===== src/rtl/led_pkg.sv =====
// Shared types and constants for the LED bank sequencer.
// Mode encoding, pattern limits and small pattern helpers.
package led_pkg;

    localparam int LED_W    = 8;
    localparam int SCAN_MAX = 7;
    localparam int FILL_MAX = 8;

    typedef enum logic [1:0] {
        MODE_COUNT,
        MODE_SCAN,
        MODE_BLINK,
        MODE_FILL
    } mode_e;

    function automatic logic [LED_W-1:0] fill_mask(input logic [3:0] lvl);
        logic [LED_W:0] t;
        t = ((LED_W+1)'(1) << lvl) - (LED_W+1)'(1);
        return t[LED_W-1:0];
    endfunction

    function automatic logic [LED_W-1:0] init_leds(input mode_e m);
        logic [LED_W-1:0] v;
        v = '0;
        case (m)
            MODE_SCAN:  v = LED_W'(1);
            MODE_BLINK: v = '1;
            default:    v = '0;
        endcase
        return v;
    endfunction

endpackage


===== src/rtl/btn_debounce.sv =====
// Push-button conditioner: 2-flop synchronizer, level debounce,
// and a single-cycle pulse on each accepted press.
module btn_debounce #(
    parameter int DEBOUNCE_CYC = 100_000
) (
    input  logic clk,
    input  logic rst_s,
    input  logic din,
    output logic press
);

    localparam int CW = $clog2(DEBOUNCE_CYC);

    logic [1:0]    r_sync;
    logic [CW-1:0] r_cnt;
    logic          r_stable;
    logic          r_press;
    logic          w_synced;
    logic          w_done;

    assign w_synced = r_sync[1];
    // Last of DEBOUNCE_CYC consecutive cycles with a differing level
    assign w_done = (w_synced != r_stable)
                 && (r_cnt == CW'(DEBOUNCE_CYC - 1));

    always_ff @(posedge clk or posedge rst_s) begin
        if (rst_s) begin
            r_sync   <= '0;
            r_cnt    <= '0;
            r_stable <= 1'b0;
            r_press  <= 1'b0;
        end else begin
            r_sync  <= {r_sync[0], din};
            r_press <= w_done & w_synced;
            if (w_synced == r_stable) begin
                r_cnt <= '0;
            end else if (w_done) begin
                r_stable <= w_synced;
                r_cnt    <= '0;
            end else begin
                r_cnt <= r_cnt + 1'b1;
            end
        end
    end

    assign press = r_press;

endmodule


===== src/rtl/led_sequencer.sv =====
// LED bank controller: four display modes stepped by a prescaler,
// advanced by a debounced button and frozen by a pause switch.
module led_sequencer
    import led_pkg::*;
#(
    parameter int TICK_DIV     = 1_000_000,
    parameter int DEBOUNCE_CYC = 100_000
) (
    input  logic       clk,
    input  logic       rst,
    input  logic       btn,
    input  logic       pause,
    output logic [7:0] leds,
    output logic [1:0] mode
);

    localparam int PW = $clog2(TICK_DIV);

    logic             r_rst_meta;
    logic             r_rst_s;
    logic [1:0]       r_pause_sync;
    logic [PW-1:0]    r_presc;
    mode_e            r_mode;
    logic [LED_W-1:0] r_cnt8;
    logic [2:0]       r_pos;
    logic             r_dir;
    logic             r_blink;
    logic [3:0]       r_level;
    logic [LED_W-1:0] r_leds;

    logic             w_pause_s;
    logic             w_press;
    logic             w_tick;
    logic [PW-1:0]    w_presc_nxt;
    mode_e            w_mode_nxt;
    logic [LED_W-1:0] w_cnt_nxt;
    logic [2:0]       w_pos_nxt;
    logic             w_dir_nxt;
    logic             w_blink_nxt;
    logic [3:0]       w_level_nxt;
    logic [LED_W-1:0] w_leds_nxt;

    // Asserts with rst, releases two edges after rst falls
    always_ff @(posedge clk or posedge rst) begin
        if (rst) begin
            r_rst_meta <= 1'b1;
            r_rst_s    <= 1'b1;
        end else begin
            r_rst_meta <= 1'b0;
            r_rst_s    <= r_rst_meta;
        end
    end

    btn_debounce #(
        .DEBOUNCE_CYC(DEBOUNCE_CYC)
    ) u_btn (
        .clk  (clk),
        .rst_s(r_rst_s),
        .din  (btn),
        .press(w_press)
    );

    assign w_pause_s = r_pause_sync[1];
    assign w_tick    = !w_pause_s && (r_presc == PW'(TICK_DIV - 1));

    always_comb begin
        w_presc_nxt = r_presc;
        w_mode_nxt  = r_mode;
        w_cnt_nxt   = r_cnt8;
        w_pos_nxt   = r_pos;
        w_dir_nxt   = r_dir;
        w_blink_nxt = r_blink;
        w_level_nxt = r_level;
        w_leds_nxt  = r_leds;
        if (!w_pause_s) begin
            w_presc_nxt = w_tick ? '0 : r_presc + 1'b1;
        end
        // A press discards any coincident tick
        if (w_press) begin
            w_presc_nxt = '0;
            w_mode_nxt  = mode_e'(r_mode + 2'd1);
            w_cnt_nxt   = '0;
            w_pos_nxt   = '0;
            w_dir_nxt   = 1'b1;
            w_blink_nxt = 1'b1;
            w_level_nxt = '0;
            w_leds_nxt  = init_leds(w_mode_nxt);
        end else if (w_tick) begin
            unique case (r_mode)
                MODE_COUNT: begin
                    w_cnt_nxt  = r_cnt8 + 1'b1;
                    w_leds_nxt = w_cnt_nxt;
                end
                MODE_SCAN: begin
                    if (r_dir) begin
                        if (r_pos == 3'(SCAN_MAX)) begin
                            w_pos_nxt = r_pos - 1'b1;
                            w_dir_nxt = 1'b0;
                        end else begin
                            w_pos_nxt = r_pos + 1'b1;
                        end
                    end else begin
                        if (r_pos == 3'd0) begin
                            w_pos_nxt = 3'd1;
                            w_dir_nxt = 1'b1;
                        end else begin
                            w_pos_nxt = r_pos - 1'b1;
                        end
                    end
                    w_leds_nxt = LED_W'(1) << w_pos_nxt;
                end
                MODE_BLINK: begin
                    w_blink_nxt = ~r_blink;
                    w_leds_nxt  = {LED_W{w_blink_nxt}};
                end
                MODE_FILL: begin
                    if (r_level == 4'(FILL_MAX)) begin
                        w_level_nxt = '0;
                    end else begin
                        w_level_nxt = r_level + 1'b1;
                    end
                    w_leds_nxt = fill_mask(w_level_nxt);
                end
            endcase
        end
    end

    always_ff @(posedge clk or posedge r_rst_s) begin
        if (r_rst_s) begin
            r_pause_sync <= '0;
            r_presc      <= '0;
            r_mode       <= MODE_COUNT;
            r_cnt8       <= '0;
            r_pos        <= '0;
            r_dir        <= 1'b1;
            r_blink      <= 1'b1;
            r_level      <= '0;
            r_leds       <= '0;
        end else begin
            r_pause_sync <= {r_pause_sync[0], pause};
            r_presc      <= w_presc_nxt;
            r_mode       <= w_mode_nxt;
            r_cnt8       <= w_cnt_nxt;
            r_pos        <= w_pos_nxt;
            r_dir        <= w_dir_nxt;
            r_blink      <= w_blink_nxt;
            r_level      <= w_level_nxt;
            r_leds       <= w_leds_nxt;
        end
    end

    assign leds = r_leds;
    assign mode = r_mode;

endmodule


===== config.mk =====
export PLATFORM = sky130hd
export DESIGN_NAME = led_sequencer
export DESIGN_NICKNAME = d
export VERILOG_FILES = /design/src/rtl/led_pkg.sv /design/src/rtl/btn_debounce.sv /design/src/rtl/led_sequencer.sv
export SDC_FILE = /design/constraint.sdc
export NUM_CORES = 1
export LEC_CHECK = 0
export CORE_UTILIZATION = 57
export CTS_CLUSTER_SIZE = 14
export DETAILED_ROUTE_END_ITERATION = 10
export PLACE_DENSITY = 0.8
export SLEW_MARGIN = 20
export SYNTH_ARGS = -nofsm -noshare
export SYNTH_HDL_FRONTEND = slang
export SYNTH_HIERARCHICAL = 1
export SYNTH_SLANG_ARGS = --single-unit

===== constraint.sdc =====
create_clock -name clk -period 2.21 [get_ports clk]
set_input_delay 0.663 -clock clk [delete_from_list [all_inputs] [get_ports clk]]
set_output_delay 0.663 -clock clk [all_outputs]
set_load 0.01 [all_outputs]

==> results by stage <==
Run status:
- The flow ran to the end, and the final reports show no timing, DRC or antenna violations.

Pwr:
- The power density of the placed cells is 530 nW/um2.
- The share of total power dissipated in sequential elements is 0.528.
- In this run the static leakage power is 2.17 nW.
- The cell internal power dissipation is 0.00201 W.
- The maximum VDD drop is 0.000422 V.
- The net switching power of the design is 0.000683 W.
- The net switching share of the total power is 0.253.
- Of the total power, the clock network draws 0.400.
- The share of total power dissipated in combinational logic is 0.072.

Setup path:
- The worst setup path is launched from a flip-flop.
- For this run, the slowest stage of the critical path takes 0.55 ns.
- The endpoint class of the critical path is a flip-flop.
- Data arrives at the worst endpoint at 2.39 ns.
- For the worst setup path, the data required time is 2.44 ns.
- The signal on the critical path passes through or4b_1, or4_4, or3_1, and3_1.
- The largest individual stage delay along the critical path comes from the cell sky130_fd_sc_hd__or4b_1.
- The reg-to-reg startpoint is u_btn/r_cnt[14].
- The peak fanout along the critical path is 3.
- The category of the critical setup timing path is flip-flop to flip-flop.
- Tracing the worst setup path back leads to its startpoint at u_btn/r_cnt[14].

Clock tree:
- The cts-stage hold buffer count is 0.
- TritonCTS built the clock tree.
- CTS saw 72 sinks.
- The tree is rooted in a sky130_fd_sc_hd__clkbuf_8.
- The clock latency of the later-clocked register in the worst-skew pair is 0.35 ns.
- The H-tree was split into 3 levels.
- Clock-pin slew was measured on the worst setup and hold paths at 0.09 ns.
- The clock passes through at most 2 buffers.
- The number of CTS-inserted buffers is 9.

Detailed routing:
- The remaining antenna violation count is 0.
- After detailed routing, the average wire length per cell comes to 16.1 um.
- Summing over every cut layer, the via total after detailed routing is 3,667.
- After detailed routing, the number of remaining DRC violations is 0.
- The total wirelength of the detailed-routed design is 9910 um.
- The via density per instance is 5.96.
- The initial detailed-routing violation count is 268.
- The first-pass detailed-route iteration total is 5.

Cells and area:
- The number of antenna cells inserted is 0.
- The final standard cell count with taps included and fillers excluded is 615.
- The number of fillers in the final layout is 573.
- The layout overhead on the synthesized area is 18.7%.
- The final design utilization is 0.702.
- The proportion of layout cells with a drive suffix above 1 is 0.176.
- The net total in the final layout is 532.

Timing:
- The final setup violation count is 0.
- Setup repair after global routing could not meet its margin everywhere.
- The number of failing hold endpoints at the final stage came to 0.
- The worst pin sits at a relative slew slack of 0.499.
- On the final layout, the worst clock skew is 0.0132 ns.
- The shortest clock period the worst path allows after layout is 2.16 ns.
- For the pin with the worst max-slew slack, the measured transition is 0.750 ns.
- The final-report max-slew violation count came to 0.
- Timing would allow up to 464 MHz.
- The setup slack after layout is 0.0530 ns.
- Of the available clock period, the critical path in the final layout requires 0.976.

Floorplanning:
- The area of the die is 7870 um2.
- The die is 88.7 um wide.
- The height of the die is 88.7 um.
- The floorplan core area is 7250 um2.
- The floorplan row count is 31.
- The initial utilization of the core area, before any placement, comes to 0.591.
- Pin placement for this block handled 14 I/O pins.

Synth:
- The mean instance size in the synthesized netlist is 9.28 um2.
- The most frequently used flop master after synthesis is sky130_fd_sc_hd__dfrtp_1.
- Synthesis inferred 72 register bits.
- The distinct cell type count of the synthesized netlist is 62.
- The count of mapped cells out of synthesis is 462.
- The number of warnings issued by yosys is 6.
- For this run, the register share of the synthesized area comes to 0.421.
- In the synthesized netlist the async set-or-reset flop fraction comes to 1.00.
- The most common cell in the synthesized netlist is sky130_fd_sc_hd__dfrtp_1.
- Sorting the synthesized cells by area gives the leading types as sky130_fd_sc_hd__dfrtp_1 40%, sky130_fd_sc_hd__nor2_1 5.2%, sky130_fd_sc_hd__ha_1 5.0%.
- The cell area after technology mapping is 4290 um2.
- When the netlist entered floorplanning its net count stood at 483.
- Of the post-synthesis cell area, the dominant cell type holds 0.397.
- Counting instances in the post-synthesis netlist gives the leading cell types as 68 x sky130_fd_sc_hd__dfrtp_1, 59 x sky130_fd_sc_hd__nor2_1, 35 x sky130_fd_sc_hd__nand2_1.
- Counting flops with a built-in enable in the synthesized netlist gives 0.
- The top cell type by total area after synthesis is sky130_fd_sc_hd__dfrtp_1.

Global routing:
- For this run, the total global-route usage over all layers was measured as 0.273.
- The initial antenna violation count is 0.
- Entering global routing, the biggest net connects 31 pins.
- The first global-routing pass estimated 16,400 um of wire.
- Global routing finished with a remaining overflow of 0.
- The via count of the first global-routing pass is 3,537.

Placement:
- The placed wire-length estimate is 6910 um.
- The instance count after placement with tap cells included is 597.
- During placement, the flow inserted port buffers numbering 13.
- Routability-driven placement finished with a final weighted congestion of 0.902.
- OpenSTA, run right after detailed placement, puts the worst setup slack at -0.0398 ns.

Min path:
- The path type of the worst min-delay path is flip-flop to asynchronous set/reset pin.

Flow run:
- Across the run, the number of max-cap violations was 0.
[cells in the final DEF, fill, tap and decap left out, types with 9 or more instances in the layout]
cell type | Yosys | final
sky130_fd_sc_hd__xor2_1 | 20 | 20
sky130_fd_sc_hd__nor2_1 | 59 | 57
sky130_fd_sc_hd__ha_1 | 17 | 15
sky130_fd_sc_hd__nor4_1 | 9 | 9
sky130_fd_sc_hd__clkbuf_8 | 0 | 10
sky130_fd_sc_hd__nand3_1 | 19 | 19
sky130_fd_sc_hd__nand2_1 | 35 | 35
sky130_fd_sc_hd__o21ai_0 | 14 | 14
sky130_fd_sc_hd__a21oi_1 | 22 | 22
sky130_fd_sc_hd__inv_1 | 23 | 20
sky130_fd_sc_hd__nand4_1 | 16 | 16
sky130_fd_sc_hd__nor3_1 | 10 | 10
sky130_fd_sc_hd__xnor2_1 | 24 | 24
sky130_fd_sc_hd__clkdlybuf4s50_1 | 0 | 13
sky130_fd_sc_hd__dfrtp_1 | 68 | 68
sky130_fd_sc_hd__buf_4 | 0 | 38
[power by group through the flow]
| stage | combinational, W | sequential, W | clock (W) |
|---|---|---|---|
| detailed placement | 0.000190 | 0.00145 | 0 |
| finish | 0.000193 | 0.00142 | 0.00108 |
| global route | 0.000219 | 0.00143 | 0.00115 |
| global placement | 0.000182 | 0.00145 | 0 |
| floorplan | 0.000134 | 0.00144 | 0 |
| CTS | 0.000193 | 0.00142 | 0.00109 |
[layout make-up]
| class | count | area [um2] | share of cell area |
|---|---|---|---|
| Multi-Input combinational cell | 351 | 2390 | 0.470 |
| Sequential cell | 72 | 1810 | 0.355 |
| Timing Repair Buffer | 54 | 475 | 0.0934 |
| Clock buffer | 10 | 138 | 0.0270 |
| Tap cell | 99 | 124 | 0.0243 |
| Inverter | 23 | 86.3 | 0.0170 |
| Clock inverter | 6 | 67.6 | 0.0133 |
[worst paths after layout]
check	endpoint	slack [ns]	cells past startpoint
setup / recovery	u_btn/r_cnt[1]	0.05	4
hold reg to reg	leds[2]	0.29	1
hold / removal	leds[2]	0.29	1
max in group asynchronous	r_presc[6]	1.30	2
min in group clk	u_btn/r_sync[1]	0.35	0
setup reg to reg	u_btn/r_cnt[1]	0.05	4
[per-layer routing]
layer  track usage  wire length, um
met2         0.445             4760
met5             0                0
met1         0.373             4460
met4        0.0748              120
met3        0.0541              561
[state kept, by name (all words and copies together), names as in the netlist]
| signal | cells |
|---|---|
| r_presc | 20 |
| u_btn/r_cnt | 17 |
| leds | 8 |
| r_cnt8 | 8 |
| r_level | 4 |
| r_pos | 3 |
| mode | 2 |
| r_pause_sync | 2 |
| u_btn/r_sync | 2 |
| r_blink | 1 |
| r_dir | 1 |
| r_rst_meta | 1 |
| r_rst_s | 1 |
| u_btn/press | 1 |
| u_btn/r_stable | 1 |
[stage by stage]
| step | total power, W | instance area [um2] | hold WS, ns | TNS, ns |
|---|---|---|---|---|
| 6_report | 0.00270 | 5090 | 0.291 | 0 |
| 5_1_grt | 0.00280 | 5090 | 0.358 | -0.0353 |
| 4_1_cts | 0.00271 | 5020 | 0.312 | 0 |
| 3_5_place_dp | 0.00164 | 4810 | 0.316 | -0.0398 |
| 3_3_place_gp | 0.00163 | 4810 | 0.313 | 0 |
| 2_1_floorplan | 0.00158 | 4320 | 0.331 | -0.0409 |
[critical path: cells and delay by family (launching register included)]
kind	cells	cell delay (ns)
and+or+nand+nor	4	1.67
DFF	1	0.38
[cell families (layout without fill, tap and decap cells)]
logic type / Yosys count / in the layout / share of synthesized area
AND/OR/NAND/NOR: 197 / 197 / 0.244
AO/OA/AOI/OAI: 81 / 81 / 0.129
flip-flops: 72 / 72 / 0.421
XOR/XNOR: 44 / 44 / 0.0899
buffers and inverters: 39 / 93 / 0.0385
adder cells (fa/ha/maj): 17 / 17 / 0.0496
multiplexers: 11 / 11 / 0.0266
other: 1 / 1 / 0.000875
[what timing repair did]
action,CTS,global route
gates resized for setup,1,13
pin swaps,0,4
endpoints found under the setup margin,1,10
setup buffers,0,2
endpoints found under the hold margin,0,0
(Power assumes the default switching activity.)
